===== src/rtl/counter_mode_decoder.sv =====
// counter_mode_decoder: recovers step/direction of an up/down counter from its sampled output.
// Latency: outputs are registered and reflect samples taken up to the last rising clk edge.
// Backpressure: none; sample=0 holds all state and clears the err/mode_change pulses.
//
// Optional feature macro: COUNTER_MODE_DECODER_MODE_CHANGE_EN
//   When it is defined, a legal but different delta seen while locked switches
//   the mode in place and pulses mode_change instead of raising err.
//
// Ports:
//   clk, nrst          clock (rising edge), asynchronous active-low reset
//   sample, count      count is valid when sample=1
//   step, down         recovered mode (step: 0 = by 1, 1 = by 2; down: 1 = counting down)
//   locked             step/down are trusted
//   err                one-cycle pulse on a sequence violation while locked
//   mode_change        one-cycle pulse on an in-place mode switch (optional feature)
//   err_cnt            saturating count of err pulses
module counter_mode_decoder #(
  parameter int WIDTH  = 4,
  parameter int LOCK_N = 3,
  parameter int ERR_W  = 8
) (
  input  logic             clk,
  input  logic             nrst,
  input  logic             sample,
  input  logic [WIDTH-1:0] count,
  output logic             step,
  output logic             down,
  output logic             locked,
  output logic             err,
  output logic             mode_change,
  output logic [ERR_W-1:0] err_cnt
);

  typedef enum logic [1:0] {EMPTY, ACQ, LOCKED} state_t;

  localparam int RUN_W = $clog2(LOCK_N + 1);
  localparam logic [WIDTH-1:0] UP1 = WIDTH'(1);
  localparam logic [WIDTH-1:0] UP2 = WIDTH'(2);
  localparam logic [WIDTH-1:0] DN1 = '1;
  localparam logic [WIDTH-1:0] DN2 = DN1 - UP1;

  state_t           state_q;
  logic [WIDTH-1:0] prev_q;
  logic             cand_vld_q;
  logic [1:0]       cand_q;      // {step, down}
  logic [RUN_W-1:0] run_q;
  logic             step_q;
  logic             down_q;
  logic             locked_q;
  logic             err_q;
  logic             mc_q;
  logic [ERR_W-1:0] err_cnt_q;

  logic [WIDTH-1:0] delta;
  logic             legal;
  logic [1:0]       code;        // {step, down} implied by delta
  logic [RUN_W-1:0] run_d;       // run length after this delta while acquiring

  // Subtraction wraps naturally, so counter roll-over is just another legal delta.
  always_comb begin
    delta = count - prev_q;
    legal = 1'b1;
    code  = 2'b00;
    case (delta)
      UP1:     code = 2'b00;
      UP2:     code = 2'b10;
      DN1:     code = 2'b01;
      DN2:     code = 2'b11;
      default: legal = 1'b0;
    endcase
    if (cand_vld_q && cand_q == code) run_d = run_q + RUN_W'(1);
    else                              run_d = RUN_W'(1);
  end

  always_ff @(posedge clk or negedge nrst) begin
    if (!nrst) begin
      state_q    <= EMPTY;
      prev_q     <= '0;
      cand_vld_q <= 1'b0;
      cand_q     <= 2'b00;
      run_q      <= '0;
      step_q     <= 1'b0;
      down_q     <= 1'b0;
      locked_q   <= 1'b0;
      err_q      <= 1'b0;
      mc_q       <= 1'b0;
      err_cnt_q  <= '0;
    end else begin
      err_q <= 1'b0;
      mc_q  <= 1'b0;
      if (sample) begin
        prev_q <= count;
        case (state_q)
          EMPTY: begin
            state_q    <= ACQ;
            cand_vld_q <= 1'b0;
            run_q      <= '0;
          end
          ACQ: begin
            if (!legal) begin
              cand_vld_q <= 1'b0;
              run_q      <= '0;
            end else begin
              cand_vld_q <= 1'b1;
              cand_q     <= code;
              run_q      <= run_d;
              if (run_d == RUN_W'(LOCK_N)) begin
                state_q  <= LOCKED;
                step_q   <= code[1];
                down_q   <= code[0];
                locked_q <= 1'b1;
              end
            end
          end
          LOCKED: begin
            if (legal && code == {step_q, down_q}) begin
              // consistent with the locked mode: nothing to do
            end
`ifdef COUNTER_MODE_DECODER_MODE_CHANGE_EN
            else if (legal) begin
              step_q <= code[1];
              down_q <= code[0];
              mc_q   <= 1'b1;
            end
`endif
            else begin
              // Drop lock but keep step/down; a legal delta seeds the new run.
              err_q      <= 1'b1;
              locked_q   <= 1'b0;
              state_q    <= ACQ;
              cand_vld_q <= legal;
              cand_q     <= code;
              run_q      <= legal ? RUN_W'(1) : '0;
              if (err_cnt_q != '1) err_cnt_q <= err_cnt_q + 1'b1;
            end
          end
          default: state_q <= EMPTY;
        endcase
      end
    end
  end

  assign step        = step_q;
  assign down        = down_q;
  assign locked      = locked_q;
  assign err         = err_q;
  assign mode_change = mc_q;
  assign err_cnt     = err_cnt_q;

endmodule


===== config.mk =====
export PLATFORM = sky130hd
export DESIGN_NAME = counter_mode_decoder
export DESIGN_NICKNAME = d
export VERILOG_FILES = /design/src/rtl/counter_mode_decoder.sv
export SDC_FILE = /design/constraint.sdc
export NUM_CORES = 1
export LEC_CHECK = 0
export ABC_AREA = 1
export BUFFER_PORTS_ARGS = -buffer_cell sky130_fd_sc_hd__buf_4
export CORE_UTILIZATION = 57
export CTS_CLUSTER_DIAMETER = 200
export DETAILED_ROUTE_END_ITERATION = 7
export PLACE_DENSITY_LB_ADDON = 0.08
export SLEW_MARGIN = 20
export SYNTH_ARGS = -nofsm -noshare
export SYNTH_HDL_FRONTEND = slang
export SYNTH_SLANG_ARGS = --single-unit

===== constraint.sdc =====
create_clock -name clk -period 2.8 [get_ports clk]
set_input_delay 0.7 -clock clk [delete_from_list [all_inputs] [get_ports clk]]
set_output_delay 0.7 -clock clk [all_outputs]
set_load 0.03 [all_outputs]

== Word level (Yosys, flattened, before mapping) ==
Cells that the tools add are included.

* Add/subtract/negate cells: 3
* Eq/ne operators: 13
* Multiplexer cells: 24
* Bitwise operators: 1
* Reductions and logical operators: 12

{| class="wikitable"
|+ Operators with widths
! operator !! count
|-
| $pmux W2 S3 || 3
|-
| $mux W2 || 8
|-
| $reduce_and A4 Y1 || 4
|-
| $mux W1 || 10
|-
| $add A8 B1 Y8 const B || 1
|-
| $eq A4 B4 Y1 const B || 2
|-
| $ne A8 B8 Y1 const B || 1
|-
| $ne A2 B2 Y1 const B || 3
|-
| $reduce_and A5 Y1 || 1
|-
| $eq A2 B2 Y1 || 2
|-
| $eq A2 B2 Y1 const B || 2
|-
| $eq A4 B1 Y1 const B || 1
|-
| $eq A4 B2 Y1 const B || 1
|-
| $pmux W2 S2 || 1
|-
| $reduce_or A4 Y1 || 1
|-
| $sub A4 B4 Y4 || 1
|-
| $pmux W1 S3 || 1
|-
| $reduce_and A3 Y1 || 1
|-
| $reduce_bool A3 Y1 || 1
|-
| $add A2 B1 Y2 const B || 1
|-
| $eq A2 B1 Y1 const B || 1
|-
| $logic_and A1 B1 Y1 || 2
|-
| $logic_not A2 Y1 || 1
|-
| $pmux W1 S2 || 1
|-
| 2 further kinds || 2
|}

* Flip-flop bits (word level): 23
* Input bits: 7
* Output and inout port bits: 13
* Logic and storage cells: 63

== Logic depth before layout (Yosys ltp) ==
Gate-level depths: netlist of the first run.

* Depth after elaboration: 10
* Gate-level depth with buffers: 17
* Mapped depth without buffers: 17

== Worst setup path after synthesis of the first run ==
Ideal clock, no wire load.

* Path type: input-to-reg
* Start: input count[0]
* End: register err_cnt_q[2], in the netlist err_cnt[2]
* Library setup time: 122 ps
* Data arrival time: 2,482 ps
* Required time: 2,678 ps
* Path slack: 196 ps
* Cell stages on the path: 13
* Path buffers: 0
* Path through: inv_1 ha_1 inv_1 fa_1 nand2_1 inv_2 nand3_1 nand3_1 nand2_2 a21oi_4 nand2_4 nand2_1 o21ai_2

* Word-level cells in the longest chain between the ends: 7
* Elaborated cells on any way between the ends: 12
* Classes of those cells: add/sub: 1; eq/ne: 5; mux: 2; bitwise: 1; reduce/logical: 3

{| class="wikitable"
|+ Ends and longest elaborated chain
! what !! line !! RTL
|-
| start, declared || 25 || <nowiki>input logic [WIDTH-1:0] count,</nowiki>
|-
| $sub A4 B4 Y4 * || 61 || <nowiki>delta = count - prev_q;</nowiki>
|-
| $eq A4 B4 Y1 (tied with other cells) || 64 || <nowiki>case (delta)</nowiki>
|-
| $pmux W2 S3 or $reduce_or A4 Y1 (tied branches) || -- ||
|-
| $eq A2 B2 Y1 or $mux W1 (tied branches) || 116, 64 ||
|-
| $logic_and A1 B1 Y1 * || 116 || <nowiki>if (legal && code == {step_q, down_q}) begin</nowiki>
|-
| $not A1 Y1 (no line) * || -- ||
|-
| $reduce_and A4 Y1 (no line) * || -- ||
|-
| end signal, assigned || 134 || <nowiki>if (err_cnt_q != '1) err_cnt_q <= err_cnt_q + 1'b1;</nowiki>
|-
| end, declared || 52 || <nowiki>logic [ERR_W-1:0] err_cnt_q;</nowiki>
|}

Mark *: on every way between the ends. The rest lies on a longest branch, timed or not.
A chain may end at the register's enable or synchronous reset.

== Worst setup path after layout of the first run ==
* Start: input count[0]
* End: register state_q[0]

* Word-level cells in the longest chain between the ends: 9
* Elaborated cells on any way between the ends: 18
* Classes of those cells: add/sub: 1; eq/ne: 10; mux: 3; reduce/logical: 4

{| class="wikitable"
|+ Ends and longest elaborated chain
! what !! line !! RTL
|-
| $sub A4 B4 Y4 * || 61 ||
|-
| $eq A4 B4 Y1 or $eq A4 B2 Y1 (tied branches) || 64 ||
|-
| $pmux W2 S3 || 64 ||
|-
| $eq A2 B2 Y1 || 71 || <nowiki>if (cand_vld_q && cand_q == code) run_d = run_q + RUN_W'(1);</nowiki>
|-
| $logic_and A1 B1 Y1 || 71 ||
|-
| $mux W2 || 71 ||
|-
| $eq A2 B2 Y1 || 107 || <nowiki>if (run_d == RUN_W'(LOCK_N)) begin</nowiki>
|-
| $ne A2 B2 Y1 (no line) || -- ||
|-
| $reduce_and A4 Y1 (no line) * || -- ||
|-
| end signal, assigned || 77 || <nowiki>state_q <= EMPTY;</nowiki>
|-
| end signal, assigned || 108 || <nowiki>state_q <= LOCKED;</nowiki>
|-
| end signal, assigned || 130 || <nowiki>state_q <= ACQ;</nowiki>
|-
| end, declared || 42 || <nowiki>state_t state_q;</nowiki>
|}

Marked as above.

==> results of run 1 <==
routing by layer:
| metal | vias to the layer above | routed length, um | global-route usage [%] |
|---|---|---|---|
| met1 | 576 | 1360 | 30.32 |
| met4 | 0 | 15 | 7.456 |
| li1 | 667 | - | - |
| met3 | 2 | 79 | 4.023 |
| met5 | - | 0 | 0 |
| met2 | 18 | 1446 | 43.33 |
flip-flops by register name, indices dropped and copies added (netlist names):
| name | count |
|---|---|
| down | 1 |
| cand_vld_q | 1 |
| state_q | 2 |
| prev_q | 4 |
| err | 1 |
| err_cnt | 8 |
| locked | 1 |
| cand_q | 2 |
| run_q | 2 |
| step | 1 |
worst max path at each step:
stage             start                      to  slack (ps)  cells past startpoint
2_1_floorplan  count[0]  err_cnt[2]$_DFFE_PN0P_         200                     13
3_3_place_gp   count[0]  state_q[1]$_DFFE_PN0P_          60                     17
3_5_place_dp   count[0]  state_q[0]$_DFFE_PN0P_          -5                     17
4_1_cts        count[0]  state_q[0]$_DFFE_PN0P_         340                     18
5_1_grt        count[0]  state_q[1]$_DFFE_PN0P_          70                     18
6_report       count[0]  state_q[0]$_DFFE_PN0P_         310                     18
cell type report:
type,count,area share [%]
clock inverters,1,0.2907
well taps,30,2.180
clock buffers,3,1.308
flip-flops and latches,23,33.43
inverters,27,5.887
multi-input cells,145,47.75
repair buffers,21,9.157
cells in the final DEF, fill, tap and decap left out, types with 3 or more instances in the layout:
cell | synthesis | layout
sky130_fd_sc_hd__nand2_1 | 62 | 62
sky130_fd_sc_hd__dfrtp_1 | 23 | 23
sky130_fd_sc_hd__inv_1 | 22 | 22
sky130_fd_sc_hd__nand3_1 | 22 | 22
sky130_fd_sc_hd__buf_4 | 1 | 21
sky130_fd_sc_hd__nor2_1 | 9 | 9
sky130_fd_sc_hd__ha_1 | 8 | 8
sky130_fd_sc_hd__xnor2_1 | 6 | 6
sky130_fd_sc_hd__o21ai_0 | 6 | 6
sky130_fd_sc_hd__nand2_2 | 5 | 5
sky130_fd_sc_hd__inv_2 | 5 | 5
sky130_fd_sc_hd__o21ai_1 | 4 | 4
sky130_fd_sc_hd__nand3_2 | 3 | 3
sky130_fd_sc_hd__xor2_1 | 3 | 3
sky130_fd_sc_hd__clkbuf_4 | 0 | 3
kinds of logic after synthesis:
family	count (synthesis)	synth area share [%]
AND/OR/NAND/NOR	111	34.55
AO/OA/AOI/OAI	15	6.463
other	1	0.2483
flip-flops	23	38.11
adder cells (fa/ha/maj)	9	7.954
buffers and inverters	29	7.457
XOR/XNOR	9	5.220
metrics by stage:
| step | util (%) | setup TNS, ps | cells |
|---|---|---|---|
| final | 68.87 | 0 | 250 |
| after global routing | 68.87 | 0 | 250 |
| after CTS | 68.87 | 0 | 250 |
| after detailed placement | 67.77 | -4.661 | 246 |
| after global placement | 67.77 | 0 | 246 |
| after floorplan | - | 0 | 197 |
report_power, final:
| group | leakage [nW] | internal [mW] | total [mW] | switching (mW) |
|---|---|---|---|---|
| Clock | 0.0177 | 0.0533 | 0.154 | 0.101 |
| Combinational | 0.579 | 0.216 | 0.588 | 0.371 |
| Sequential | 0.299 | 0.405 | 0.474 | 0.0689 |
==> run summary, run 1 <==
The final critical path takes up 89.03% of the cycle. The number of hold buffers added after CTS was 0. The cell area reported after detailed placement was 1694 sq um.

The run finished with clean final reports. Before CTS, the worst setup slack after placement is -4.661 ps. The number of global-route vias before repair was 1199. The clock period could shrink to 2493 ps. TritonCTS built the clock tree. The source-to-sink clock delay at the later pin of the worst-skew pair came out at 310 ps. Setup repair after global routing left no endpoint under its margin. The share of the synthesized area in the top cell type is 38.11%. The cell with the biggest individual delay on the critical path is sky130_fd_sc_hd__fa_1.

Entering global routing, the biggest net connects 24 pins. The last weighted congestion value of the routability-driven placer was 0.7654. Cell type with the largest total area after synthesis: sky130_fd_sc_hd__dfrtp_1. The total global routing track utilization is 24.64%, and the routed wirelength normalized by instance count is 11.61 um. The logs give 0 for the number of warnings printed during yosys synthesis and 822.0 sq um for the total area of multi-input combinational cells. The sequential area share after synthesis was 38.11%; the fraction of final layout cells with drive strength greater than 1 was 20.91%. Averaged over all synthesized cells, the footprint is 7.666 sq um. The number of synthesized register bits works out to 23.

The capture point of the worst reg-to-reg path was state_q[0]$_DFFE_PN0P_. The setup-violating endpoint count in the final report is 0, and the number of synthesized flops with an enable pin is 0. The TritonCTS sink count is 23, and the slack of the worst reg-to-reg path is 500 ps. The worst-case IR drop observed on VDD is 0.0006157 V. The total area inside the core boundary comes to 2500 sq um.

Using the TritonRoute via totals, the vias-per-cell ratio works out to 5.052. Post-synthesis instance total: 197. Data on the critical path arrives at its endpoint at 2710 ps.

The tree is rooted in a sky130_fd_sc_hd__clkbuf_4. The clock arrives with 7.477 ps of skew. The number of antenna diodes in the final layout is 0. The tools report the starting density of the core as 60.41%. Yosys mapped the design onto 28 distinct sky130hd cell types.

The worst setup path is of the primary input to flop kind. Area enclosed by the die boundary: 2860 sq um. The kind of cell with the highest combined delay along the critical path is simple AND/OR/NAND/NOR gates. For the number of remaining DRC errors, the log shows 0. In this run the horizontal extent of the chip is 53.48 um.

The logs give 2902 um for the total detailed-routing wirelength and 1263 for the detailed-route via count. The static leakage came out at 0.8956 nW. STA classifies the critical path startpoint as a primary input. Standard-cell row count: 18. Counting cells, the worst reg-to-reg path comes to 16.

In this run, post-CTS repair resized a total of 0 instances. For the worst setup path, the data required time is 3020 ps. For this run, asynchronously set or reset flops after synthesis account for 100.0%.

Among the stages of the critical path, the cell type that occurs most often is sky130_fd_sc_hd__nand2_1. The run gives 1 as the CTS H-tree depth. Measured along the y axis, the die boundary spans 53.48 um.

Once detailed placement completed, the half-perimeter wirelength came to 2319 um. The number of buffers and inverters on the critical path is 5. The run gives 1.216 mW as the total design power. The run gives 401.1 MHz as the maximum clock frequency. The first-pass iteration count of the detailed router was 4; the number of buffers inserted to repair setup after CTS was 0.

Setup slack on the critical path of the routed design comes to 307.1 ps. The worst setup path is captured at a flop. For the count of boundary I/O pins, the log shows 20. The worst hold margin was 252.4 ps. The logs give 23 for the number of DRC violations after detailed-routing iteration 0 and 0 for the sum of overflow across all layers after global routing. The most common cell in the synthesized netlist is sky130_fd_sc_hd__nand2_1. The critical register-to-register path startpoint is prev_q[0]$_DFFE_PN0P_. Fill cells in the final layout number 212. Peak fanout along the critical path: 5.

The synthesis-to-finish area growth is 14.00%. The number of nets in the synthesized netlist is 213. The run gives 1722 sq um as the final instance area. Summing all flip-flop and latch instances after layout gives 575.6 sq um. The number of clock buffers added by TritonCTS is 3. The commonest cells after synthesis are sky130_fd_sc_hd__nand2_1, sky130_fd_sc_hd__dfrtp_1, sky130_fd_sc_hd__inv_1, sky130_fd_sc_hd__nand3_1, sky130_fd_sc_hd__nor2_1. Number of maximum-capacitance violations: 0. The number of pins with negative max-slew slack in the final report was 0; the total power per unit cell area was 706.3 nW/um^2. In this run the remaining antenna-violating nets after routing total 0. The first global-routing pass estimated 5057 um of wire.

The count of final hold-check violations is 0. Most used flip-flop cell after synthesis: sky130_fd_sc_hd__dfrtp_1. Counting along the longest clock path gives a buffer depth of 2.

Clock-pin slew was measured on the worst setup and hold paths at 130 ps. The critical path goes through buf_4, inv_1, ha_1, inv_1, fa_1, xnor2_1, buf_4, inv_2, nand3_2, nand2_1, nand2_1, nand2_1, nor2_2, nand2_1, nand2_2, nand2_1, nand2_1, nand2_1. The cell area that synthesis handed to floorplanning was 1510 sq um. The stage delay of the slowest cell on the critical path was 380 ps. The count of buffers inserted at the top-level ports was 18.

The final layout contains 237 nets. The min-delay analysis places its worst path in the category primary input to asynchronous set/reset pin. The tools report the number of antenna violations at the first check in global routing as 0. After synthesis, the cell types taking the most area are sky130_fd_sc_hd__dfrtp_1, sky130_fd_sc_hd__nand2_1, sky130_fd_sc_hd__nand3_1.
Power figures use the tool's default switching activity.
==> run 2: changes to the inputs <==
CORE_ASPECT_RATIO = 1.1   (was not set)
GPL_ROUTABILITY_DRIVEN = 1   (was not set)
==> run 2 against run 1 <==
Die area hardly changed. First-iteration DRC count is 100% higher. Core utilization is 0.45 points higher. Clock skew is 5.8 ps lower. Non-clock buffer count is 1 higher. Sequential power is 0.8% lower. Wire length is 2.2% higher. Sequential share of layout area is 0.17 points lower. Largest cell class unchanged. Register-to-register slack worse by 30 ps. Total power is 0.22% higher. Maximum frequency is 0.11% higher.
==> run summary, run 2 (synthesized netlist as in run 1, its figures left out) <==
The run finished with clean final reports. For the worst setup path, the data arrival time is 2710 ps. The synthesis-to-finish area growth is 14.58%. Dividing the final minimum period by the clock period gives 88.93%. Clock tree synthesis found a total of 23 sinks. For the number of cells in the finished layout apart from fillers, the log shows 252.

The worst clock skew is 1.711 ps, and the core outline area is 2496 sq um. Along the worst path, the maximum fanout reaches 5. For this configuration, the core starts out at a cell density of 60.50%. The final layout contains routed wiring with a total length of 2965 um. The number of nets in the finished design was 238; the count of buffers inserted at the top-level ports was 18. The tools report the number of hold buffers added after CTS as 0.

Detailed-route via count: 1316. The tools report the kind of launch point of the worst setup path as a primary input. The first global-routing pass estimated 5313 um of wire.

The filler cell count is 198, and the CTS H-tree depth is 1. Across every metal layer, demand over resource in global routing totals 24.52%. The number of antenna diodes in the final layout is 0. The clock period minus final worst setup slack works out to 2490 ps. Adding up every negative setup slack in the final design gives 0 ps. For this design the ratio of total power to cell area is 704.3 nW/um^2.

VDD sags by at most 0.0005809 V. The clock slew at the register clock pins of the worst setup and hold paths is 130 ps, and the pre-CTS setup slack is -36.40 ps. The number of global-route vias before repair was 1293. The run gives 401.6 MHz as the maximum clock frequency. For this design the top-level I/O count stands at 20.

TritonCTS created 3 clock buffers. The area enclosed by the die boundary was 2859 sq um. The kind of critical path was primary input to flop.

The tightest hold path in the finished design has a slack of 235.3 ps. The tools report the number of remaining DRC errors as 0. The number of DRC violations after detailed-routing iteration 0 was 46. STA classifies the critical path endpoint as a flop.

Clock tree synthesis selected as its root buffer the cell sky130_fd_sc_hd__clkbuf_4. The post-cts repair resize count came out at 0. The tool flagged a number of max-cap violations equal to 0.

Leaving out fill and tap cells, the most frequent cells in the layout are sky130_fd_sc_hd__nand2_1, sky130_fd_sc_hd__dfrtp_1, sky130_fd_sc_hd__inv_1, sky130_fd_sc_hd__nand3_1, sky130_fd_sc_hd__buf_4. Setup repair after global routing left no endpoint under its margin. The run gives 0 as the sum of overflow across all layers after global routing. The count of final hold-check violations is 0, and the die boundary width is 51.08 um. The later pin in the worst-skew pair is clocked with a latency of 320 ps. The required time at the worst-slack endpoint was 3020 ps; the number of buffers inserted to repair setup after CTS was 0. Setup violations remaining at the end of the flow were counted as 0. The number of flip-flops in the largest register was 8. Classification of the worst-slack hold path: primary input to asynchronous set/reset pin.

In the final layout, the share of cells above drive strength 1 is 21.27%. The pre-antenna-repair detailed-routing pass consisted of 5 iterations. The library cell used most frequently in the layout, excluding fill and tap cells, is sky130_fd_sc_hd__nand2_1. The tools report the number of pins with negative max-slew slack in the final report as 0. The routed wirelength normalized by instance count came out at 11.77 um.

Among all stages on the critical path, the largest delay is contributed by sky130_fd_sc_hd__fa_1. Detailed-route vias per instance: 5.222. The final HPWL from detailed placement came out at 2351 um. The logs give 0 for the number of antenna violations at the first check in global routing and 0.9010 nW for the static leakage. Setup slack on the critical path of the routed design comes to 310.0 ps. The longest clock path from root to sink contains 2 buffers. The logs give 470 ps for the slack of the worst reg-to-reg path and 248 for the number of placed cells counting well taps. Stage delay of the slowest cell on the critical path: 380 ps. The congestion estimate from routability-driven global placement came to 0.7967.

TritonCTS built the clock tree. Traced cell by cell, the critical path runs through buf_4, inv_1, ha_1, inv_1, fa_1, xnor2_1, buf_4, inv_2, nand3_4, nand2_1, nand3_1, nor2_2, nand3_1, nor2_1, a21oi_1. The run gives 19 as the standard-cell row count. The chip height works out to 55.99 um. In this run the remaining antenna-violating nets after routing total 0. The largest net degree at the start of global routing was 24.
==> run 2: worst max-delay path: cells and delay by family <==
kind	cells	cell delay, ps
AND/OR/NAND/NOR	6	840
adder cells (fa/ha/maj)	2	520
buffers and inverters	5	500
XOR/XNOR	1	130
AO/OA/AOI/OAI	1	50
==> run 2: cell type report <==
cell class	count	area [sq um]	area share, %
Multi-Input combinational cell	145	822.0	47.51
Sequential cell	23	575.6	33.26
Timing Repair Buffer	22	165.2	9.544
Inverter	27	101.3	5.857
Tap cell	31	38.79	2.242
Clock buffer	3	22.52	1.302
Clock inverter	1	5.005	0.2892
==> run 2: final timing paths <==
kind                                       startpoint                      to  cells past startpoint
worst max-delay path                         count[0]        step$_DFFE_PN0P_                     15
worst min-delay path                             nrst   prev_q[3]$_DFFE_PN0P_                      1
worst max register to register  prev_q[0]$_DFFE_PN0P_        step$_DFFE_PN0P_                     13
worst min register to register     locked$_DFFE_PN0P_      locked$_DFFE_PN0P_                      2
max in group asynchronous                        nrst  state_q[0]$_DFFE_PN0P_                      1
min in group clk                   locked$_DFFE_PN0P_      locked$_DFFE_PN0P_                      2
==> run 2: routing by layer <==
layer / up-vias / share of wire (%) / global-route usage (%)
met4: 0 / 1.2 / 7.937
met5: - / 0 / 0
met2: 22 / 52 / 45.30
met1: 623 / 44 / 28.21
li1: 667 / - / -
met3: 4 / 2.7 / 3.279
==> run 2: where the power goes <==
group          leakage [nW]  internal (mW)  switching, mW  total [mW]
registers             0.299          0.405         0.0656       0.470
clock network        0.0177         0.0536          0.108       0.162
logic                 0.584          0.219          0.368       0.586
==> run 2: metrics by stage <==
| stage | power (mW) | util (%) | cell area, sq um |
|---|---|---|---|
| 6_report | 1.219 | 69.32 | 1730 |
| 5_1_grt | 1.306 | 69.32 | 1730 |
| 4_1_cts | 1.218 | 69.32 | 1730 |
| 3_5_place_dp | 1.063 | 68.22 | 1703 |
| 3_3_place_gp | 1.037 | 68.22 | 1703 |
| 2_1_floorplan | 0.8942 | - | 1510 |
